File: config.mk
export PLATFORM = sky130hd
export DESIGN_NAME = seq_alu
export DESIGN_NICKNAME = d
export VERILOG_FILES = /design/src/rtl/seq_alu.sv
export SDC_FILE = /design/constraint.sdc
export NUM_CORES = 1
export LEC_CHECK = 0
export CAP_MARGIN = 20
export CORE_MARGIN = 4
export CORE_UTILIZATION = 55
export CTS_CLUSTER_SIZE = 14
export DETAILED_ROUTE_END_ITERATION = 8
export PLACE_DENSITY = 0.77
export SLEW_MARGIN = 20
export SYNTH_ARGS = -nofsm -noshare
export SYNTH_HDL_FRONTEND = slang
export SYNTH_SLANG_ARGS = --single-unit
File: constraint.sdc
create_clock -name clk -period 2.78 [get_ports clk]
set_input_delay 0.556 -clock clk [delete_from_list [all_inputs] [get_ports clk]]
set_output_delay 0.556 -clock clk [all_outputs]
set_load 0.05 [all_outputs]
File: src/rtl/seq_alu.sv
// Registered ALU with valid/ready handshakes on both sides. One operation in
// flight: single-cycle logic/arithmetic ops, iterative shift-add multiply.
module seq_alu #(
  parameter int unsigned WIDTH = 8,
  localparam int unsigned CNT_W = $clog2(WIDTH) + 1
) (
  input  logic             clk,
  input  logic             rst,
  input  logic             in_valid,
  output logic             in_ready,
  input  logic [WIDTH-1:0] a,
  input  logic [WIDTH-1:0] b,
  input  logic [2:0]       op,
  output logic             out_valid,
  input  logic             out_ready,
  output logic [WIDTH-1:0] result,
  output logic             zero,
  output logic             carry,
  output logic             overflow,
  output logic             negative
);

  localparam int unsigned Msb = WIDTH - 1;

  localparam logic [2:0] OpAnd = 3'b000;
  localparam logic [2:0] OpOr  = 3'b001;
  localparam logic [2:0] OpAdd = 3'b010;
  localparam logic [2:0] OpSub = 3'b011;
  localparam logic [2:0] OpXor = 3'b100;
  localparam logic [2:0] OpSlt = 3'b101;
  localparam logic [2:0] OpMul = 3'b110;

  typedef enum logic [1:0] {
    StIdle = 2'b00,
    StBusy = 2'b01,
    StDone = 2'b10
  } state_e;

  state_e               state_q, state_d;
  logic [2*WIDTH-1:0]   mcand_q, mcand_d;
  logic [WIDTH-1:0]     mplier_q, mplier_d;
  logic [2*WIDTH-1:0]   acc_q, acc_d;
  logic [CNT_W-1:0]     cnt_q, cnt_d;
  logic [WIDTH-1:0]     result_q, result_d;
  logic                 zero_q, zero_d;
  logic                 carry_q, carry_d;
  logic                 ovf_q, ovf_d;
  logic                 neg_q, neg_d;

  logic [WIDTH:0]       add_sum, sub_sum;
  logic                 add_ovf, sub_ovf;
  logic [WIDTH-1:0]     alu_res;
  logic                 alu_c, alu_v;
  logic [WIDTH-1:0]     mul_lo;
  logic                 accept;

  // Held low during reset so nothing is accepted while the block is cleared.
  assign in_ready  = !rst && ((state_q == StIdle) || ((state_q == StDone) && out_ready));
  assign accept    = in_valid && in_ready;
  assign out_valid = (state_q == StDone);
  assign result    = result_q;
  assign zero      = zero_q;
  assign carry     = carry_q;
  assign overflow  = ovf_q;
  assign negative  = neg_q;
  assign mul_lo    = acc_q[WIDTH-1:0];

  // Single-cycle datapath evaluated on the operands presented at acceptance.
  always_comb begin
    add_sum = {1'b0, a} + {1'b0, b};
    sub_sum = {1'b0, a} + {1'b0, ~b} + {{WIDTH{1'b0}}, 1'b1};
    add_ovf = (a[Msb] == b[Msb]) && (add_sum[Msb] != a[Msb]);
    sub_ovf = (a[Msb] != b[Msb]) && (sub_sum[Msb] != a[Msb]);
    alu_res = '0;
    alu_c   = 1'b0;
    alu_v   = 1'b0;
    case (op)
      OpAnd: alu_res = a & b;
      OpOr:  alu_res = a | b;
      OpXor: alu_res = a ^ b;
      OpAdd: begin
        alu_res = add_sum[WIDTH-1:0];
        alu_c   = add_sum[WIDTH];
        alu_v   = add_ovf;
      end
      OpSub: begin
        alu_res = sub_sum[WIDTH-1:0];
        alu_c   = sub_sum[WIDTH];
        alu_v   = sub_ovf;
      end
      // Signed less-than: sign of the difference corrected by overflow.
      OpSlt:   alu_res = {{(WIDTH-1){1'b0}}, sub_sum[Msb] ^ sub_ovf};
      default: alu_res = '0;
    endcase
  end

  // Next-state logic: FSM transitions, multiply iteration and result loading.
  always_comb begin
    state_d  = state_q;
    mcand_d  = mcand_q;
    mplier_d = mplier_q;
    acc_d    = acc_q;
    cnt_d    = cnt_q;
    result_d = result_q;
    zero_d   = zero_q;
    carry_d  = carry_q;
    ovf_d    = ovf_q;
    neg_d    = neg_q;

    case (state_q)
      StIdle: ;
      StBusy: begin
        if (cnt_q == CNT_W'(WIDTH)) begin
          // All multiplier bits consumed: publish the low half.
          result_d = mul_lo;
          zero_d   = (mul_lo == '0);
          neg_d    = mul_lo[Msb];
          carry_d  = |acc_q[2*WIDTH-1:WIDTH];
          ovf_d    = 1'b0;
          state_d  = StDone;
        end else begin
          if (mplier_q[0]) acc_d = acc_q + mcand_q;
          mcand_d  = mcand_q << 1;
          mplier_d = mplier_q >> 1;
          cnt_d    = cnt_q + CNT_W'(1);
        end
      end
      StDone: if (out_ready) state_d = StIdle;
      default: state_d = StIdle;
    endcase

    // Acceptance overrides the above; covers both IDLE and back-to-back DONE.
    if (accept) begin
      if (op == OpMul) begin
        mcand_d  = {{WIDTH{1'b0}}, a};
        mplier_d = b;
        acc_d    = '0;
        cnt_d    = '0;
        state_d  = StBusy;
      end else begin
        result_d = alu_res;
        zero_d   = (alu_res == '0);
        neg_d    = alu_res[Msb];
        carry_d  = alu_c;
        ovf_d    = alu_v;
        state_d  = StDone;
      end
    end
  end

  // State and datapath registers, cleared asynchronously.
  always_ff @(posedge clk or posedge rst) begin
    if (rst) begin
      state_q  <= StIdle;
      mcand_q  <= '0;
      mplier_q <= '0;
      acc_q    <= '0;
      cnt_q    <= '0;
      result_q <= '0;
      zero_q   <= 1'b0;
      carry_q  <= 1'b0;
      ovf_q    <= 1'b0;
      neg_q    <= 1'b0;
    end else begin
      state_q  <= state_d;
      mcand_q  <= mcand_d;
      mplier_q <= mplier_d;
      acc_q    <= acc_d;
      cnt_q    <= cnt_d;
      result_q <= result_d;
      zero_q   <= zero_d;
      carry_q  <= carry_d;
      ovf_q    <= ovf_d;
      neg_q    <= neg_d;
    end
  end

endmodule

==> results.cfg, run 1 <==
[final_layout]
nets = 698
diodes = 0
design_area_um2 = 5900
drive_above_1_share_pct = 25.7
postLayoutCoreUtil_pct = 75.6
fillerInstances = 557
syn2layout_area_growth_pct = 32.3

[placed_design]
placed_cell_area_um2 = 5400
port_buffers = 36
place_hpwl_um = 8980
place.gp.congestion = 0.957

[timing]
rsz0062_at_grt = yes
setup_viol = 1
hold_violations = 0
worstMarginPinSlew_ns = 0.511
fin_ws_ns = -0.0569
relSlewSlack_pct = 65.9
finClkSkew_ns = 0.0127
finalCritPeriodShare_pct = 102
maxSlewViolCount = 0
max_freq_mhz = 352
min_period_ns = 2.84

[synthesis]
ys_ff_latch = 58
netlist_area_um2 = 4460
ys_types = 65
synthesis.nets = 595
netlist_instances = 527
yosysWarnings = 0
synth_edf_count = 0
yosysSeqAreaShare_pct = 32.5
synth_flop_cell = dfrtp_1
syn_area_per_cell_um2 = 8.46
synthArstFlopShare_pct = 100

[floorplanning]
die_x_um = 98.0
die-area_um2 = 9610
core_um2 = 7810
rows = 32
pin_count = 37
start_util_pct = 57.1
die_y_um = 98.0

[clock_tree]
cts_root_buf = clkbuf_8
tritoncts = done
cts-htree-levels = 3
path_clk_slew_ns = 0.07
numCtsBuffers = 9
clockBufferDepth = 2
worstSkewPairLatency_ns = 0.35
clock-sinks = 58

[setup_path]
reg2reg_from = acc_q[0]
cp_max_fo = 2
critPathCaptureType = flip-flop
crit_required_ns = 3.02
critPathLaunch = a[1]
slowest_stage = or3_4
cp-start-kind = primary input
max_stage_delay_ns = 0.39
cp_cell_sequence = buf_8 -> inv_4 -> ha_4 -> o21bai_4 -> a21oi_4 -> o31ai_4 -> a21oi_2 -> nor2_1 -> nor2_2 -> fa_2 -> a31oi_4 -> a2bb2oi_2 -> nand3_1 -> or3_4 -> o41ai_2
reg2reg_setup_slack_ns = 0.19
worstPathArrival_ns = 3.08
crit_type = primary input to flip-flop

[global_routing]
grt-ovfl-total = 0
grt_max_degree = 59
track_usage_pct = 26.3
grt_pass1_vias = 4275
grt_pass1_wl_um = 20700
antenna_found_initial = 0

[routing]
viasPerCell = 5.86
vias = 4320
firstDrtPassIters = 5
wire_per_inst_um = 17.1
routed_wl_um = 12600
drc = 0
ant_nets = 0
first_iter_violations = 345

[status]
violations = negative setup slack
run_status = finished with violations

[pwr]
leakage_nw = 2.78
powerDensity_nw_per_um2 = 811
total_power_mw = 4.79
peakVddDrop_mv = 0.779

[hold_path]
hold_start = overflow
hp-class = flip-flop to flip-flop

[run]
maxCapViolCount = 0
final cells by class:
| class | count | area [um^2] | share of cell area, % |
|---|---|---|---|
| Tap cell | 102 | 128 | 2.16 |
| Multi-Input combinational cell | 415 | 2990 | 50.6 |
| Clock inverter | 7 | 93.8 | 1.59 |
| Timing Repair Buffer | 117 | 1000 | 17.0 |
| Clock buffer | 9 | 124 | 2.10 |
| Inverter | 29 | 116 | 1.97 |
| Sequential cell | 58 | 1450 | 24.6 |
worst max-delay path, delay by kind of cell:
kind | cells | cell delay, ns
AO/OA/AOI/OAI | 7 | 1.13
AND/OR/NAND/NOR | 4 | 0.66
adder cells (fa/ha/maj) | 2 | 0.56
buffers and inverters | 2 | 0.16
cells in the mapped netlist, types with 2 or more instances:
master | instances | area, um^2
nand4_1 | 2 | 12.5
o221ai_1 | 2 | 17.5
nor2_1 | 40 | 150
o22ai_1 | 3 | 18.8
clkbuf_1 | 9 | 33.8
xnor2_1 | 10 | 87.6
or2_2 | 2 | 12.5
inv_1 | 28 | 105
nand2_1 | 86 | 323
o21ai_0 | 39 | 195
buf_6 | 3 | 33.8
nor2b_1 | 5 | 31.3
o21a_1 | 4 | 30.0
ha_1 | 41 | 513
buf_2 | 11 | 55.1
dfrtp_1 | 58 | 1450
nand2b_1 | 9 | 56.3
mux2_2 | 2 | 22.5
xor2_1 | 5 | 43.8
a31oi_1 | 4 | 25.0
fa_1 | 4 | 80.1
buf_4 | 2 | 15.0
nor3_1 | 7 | 35.0
a2bb2oi_1 | 2 | 17.5
nand3_1 | 11 | 55.1
mux2i_1 | 20 | 200
o21ai_1 | 2 | 10.0
nor4_1 | 5 | 31.3
o21bai_1 | 5 | 37.5
a21o_1 | 9 | 67.6
a211oi_1 | 14 | 105
a211o_1 | 2 | 17.5
a21oi_1 | 49 | 245
power by group:
group	switching, mW	total [mW]	internal, mW
Sequential	0.338	1.54	1.20
Combinational	1.35	2.38	1.03
Clock	0.364	0.866	0.502
Total	2.05	4.79	2.73
per-stage QoR:
stage,setup slack (ns),TNS (ns),hold WS [ns],cells
2_1_floorplan,-0.168,-0.477,0.444,527
3_3_place_gp,-0.782,-4.33,0.484,708
3_5_place_dp,-0.958,-5.48,0.508,708
4_1_cts,-0.162,-0.446,0.521,734
5_1_grt,-0.180,-0.247,0.531,737
6_report,-0.0569,-0.0569,0.520,737
what timing repair did:
item | CTS | global route
gates resized for setup | 63 | 25
setup endpoints to repair | 7 | 4
cloned | 0 | 0
pin swaps | 18 | 15
buffers inserted | 10 | 5
hold buffers | 0 | 0
cells in the final DEF, fill, tap and decap left out, types with 3 or more instances in the layout:
cell              n
buf_4            76
o21bai_1          4
clkdlybuf4s50_1  23
a21o_1            9
a211oi_1         13
clkbuf_8          9
buf_6             3
nor2b_1           5
nor2_2            3
buf_2             5
a21oi_2           3
inv_1            14
a31oi_1           3
nor2_1           37
xnor2_1          10
mux2i_1          20
o21a_1            4
dfrtp_1          58
a21oi_1          45
nand2_1          86
nand2b_1          9
ha_1             32
inv_4             3
inv_2            12
o22ai_1           3
o21ai_0          38
nand3_1          11
nor3_1            7
nor4_1            5
fa_1              3
buf_12            3
ha_4              8
xor2_1            5
state kept, by name, indices dropped and copies added, names as in the netlist:
name and cells:
negative 1, result 8, acc_q 16, cnt_q 4, mplier_q 8, carry 1
mcand_q 16, zero 1, state_q 2, overflow 1
per-layer routing:
| metal | global-route usage, % | share of wire [%] |
|---|---|---|
| met4 | 5.96 | 2.2 |
| met3 | 6.36 | 5.9 |
| met5 | 0 | 0 |
| met1 | 37.0 | 45 |
| met2 | 41.4 | 47 |
logic make-up (layout without fill, tap and decap cells):
family | Yosys count | after routing | synth area share, %
multiplexers | 23 | 23 | 5.50
buffers and inverters | 54 | 162 | 5.53
AND/OR/NAND/NOR | 176 | 176 | 17.5
XOR/XNOR | 15 | 15 | 2.95
AO/OA/AOI/OAI | 156 | 156 | 22.7
adder cells (fa/ha/maj) | 45 | 45 | 13.3
flip-flops | 58 | 58 | 32.5
worst paths after layout:
path                             endpoint  cells after the start
worst min register to register   overflow                      2
worst min-delay path             overflow                      2
worst max-delay path                 zero                     15
min in group asynchronous           carry                      3
max in group asynchronous        acc_q[0]                      3
worst max register to register  acc_q[14]                      9
No activity file was read; power rests on OpenSTA's default activity.
==> run 2: changes to the inputs <==
Settings changed: DONT_BUFFER_PORTS set to 1, GPL_TIMING_DRIVEN set to 1, PLACE_DENSITY 0.77 to 0.71.
==> results.cfg, run 2 (same netlist as run 1, synthesis figures left out) <==
[status]
run_status = completed

[placed_design]
place.gp.congestion = 0.875
place_hpwl_um = 8340
dp_slack_ns = -0.467
port_buffers = 0
dp_cells = 631

[setup_path]
reg2reg_from = mcand_q[0]
rr_worst_depth = 9
cp-start-kind = primary input
critPathBufInv = 1
critPathCaptureType = flip-flop
max_stage_delay_ns = 0.34
slowest_stage = or3_4
timing.rr.end = acc_q[14]
cp.depth = 14
critPathLaunch = a[1]
crit_family = compound AO/OA/AOI/OAI gates
crit_type = primary input to flip-flop
cp_max_fo = 5
reg2reg_setup_slack_ns = 0.16
crit_required_ns = 3.02
cp_cell_sequence = clkinvlp_4 -> ha_4 -> o21bai_1 -> a21oi_2 -> o31ai_4 -> a21oi_2 -> nor2_1 -> nor2_1 -> fa_2 -> a31oi_1 -> a2bb2oi_2 -> nand3_1 -> or3_4 -> o41ai_2
worstPathArrival_ns = 2.94
crit_end = zero

[final_layout]
syn2layout_area_growth_pct = 11.0
diodes = 0
final_common_cell = nand2_1
final_cell_mix = nand2_1, dfrtp_1, a21oi_1
postLayoutCoreUtil_pct = 63.4
drive_above_1_share_pct = 13.8
top_regs = acc_q (16), mcand_q (16)
nets = 609
fin_cells = 647

[global_routing]
grt-ovfl-total = 0
track_usage_pct = 23.4
grt_pass1_wl_um = 18400
grt_pass1_vias = 3764
grt_max_degree = 36
antenna_found_initial = 0

[floorplanning]
die_y_um = 98.0
die-area_um2 = 9610
start_util_pct = 57.1
core_um2 = 7810
die_x_um = 98.0
pin_count = 37
rows = 32

[timing]
whs_ns = 0.158
maxSlewViolCount = 0
rsz0062_at_grt = yes
hold_violations = 0
relSlewSlack_pct = 62.8
fin_ws_ns = 0.0815
worstMarginPinSlew_ns = 0.558
finalCritPeriodShare_pct = 97.1
max_freq_mhz = 371
min_period_ns = 2.70
finClkSkew_ns = 0.00783
setup_viol = 0

[pwr]
powerDensity_nw_per_um2 = 872
leakage_nw = 2.34
peakVddDrop_mv = 0.451

[routing]
ant_nets = 0
wire_per_inst_um = 16.8
vias = 3808
routed_wl_um = 10900
firstDrtPassIters = 5
first_iter_violations = 261
drc = 0
viasPerCell = 5.89

[clock_tree]
clock-sinks = 58
cts-htree-levels = 3
path_clk_slew_ns = 0.07
worstSkewPairLatency_ns = 0.34
tritoncts = done
numCtsBuffers = 9
cts_root_buf = clkbuf_8
clockBufferDepth = 2

[run]
maxCapViolCount = 0

[hold_path]
hp-class = primary input to asynchronous set/reset pin
==> run 2: cell types whose count changed in the layout (fill, tap and decap cells not counted), sizes merged <==
cell	change
clkdlybuf4s15	-2
clkdlybuf4s50	-23
buf	-61
inv	-1
dlymetal6s2s	-1
clkinv	-3
bufinv	-2
dlygate4sd2	-2
clkbuf	+5
==> run 2: how the worst min path moves through the flow <==
stage | to | from
after detailed placement | acc_q[13] | acc_q[13]
final | carry | rst
after global placement | acc_q[13] | acc_q[13]
after floorplan | acc_q[15] | acc_q[15]
after global routing | carry | rst
after CTS | carry | rst
==> run 2: metrics by stage <==
stage          TNS [ns]  instance area (um^2)  total power, mW
4_1_cts               0                  4900             4.30
3_3_place_gp     -0.950                  4690             3.46
5_1_grt         -0.0292                  4950             4.66
3_5_place_dp      -1.34                  4690             3.54
2_1_floorplan    -0.477                  4490             3.11
6_report              0                  4950             4.32
==> run 2: layer usage <==
metal / vias to the layer above / share of wire (%) / GRT usage [%]
met5: - / 0 / 0
met3: 14 / 7.5 / 6.21
met4: 0 / 1.1 / 6.71
met2: 124 / 45 / 35.5
li1: 1874 / - / -
met1: 1796 / 46 / 33.1
==> run 2: layout make-up <==
cell class	count	area, um^2
inverter	29	113
timing repair buffer	28	210
multi-input combinational	415	2860
fill	674	2860
tap	102	128
sequential	58	1450
clock buffer	14	183
clock inverter	1	7.51
==> run 2: worst reg2reg max path, cell delays in order (launching register included) <==
cell and delay (ns):
dfrtp_1 0.41, ha_1 0.27, fa_1 0.43, a21o_1 0.18, a21oi_1 0.32, o21ai_1 0.14
a41oi_2 0.30, o31ai_2 0.11, xnor2_1 0.14, a211oi_1 0.22
==> run 2: repair_timing <==
action                                  in CTS  in global routing
setup buffers                                0                  1
endpoints found under the setup margin       3                  3
pin swaps                                    0                  1
gates resized for setup                      2                  8
hold buffers                                 0                  0
==> run 2: report_power, final <==
group          switching, mW  leakage [nW]  internal [mW]
clock                  0.326        0.0948          0.417
combinational          0.992          1.51          0.806
sequential             0.580         0.732           1.20
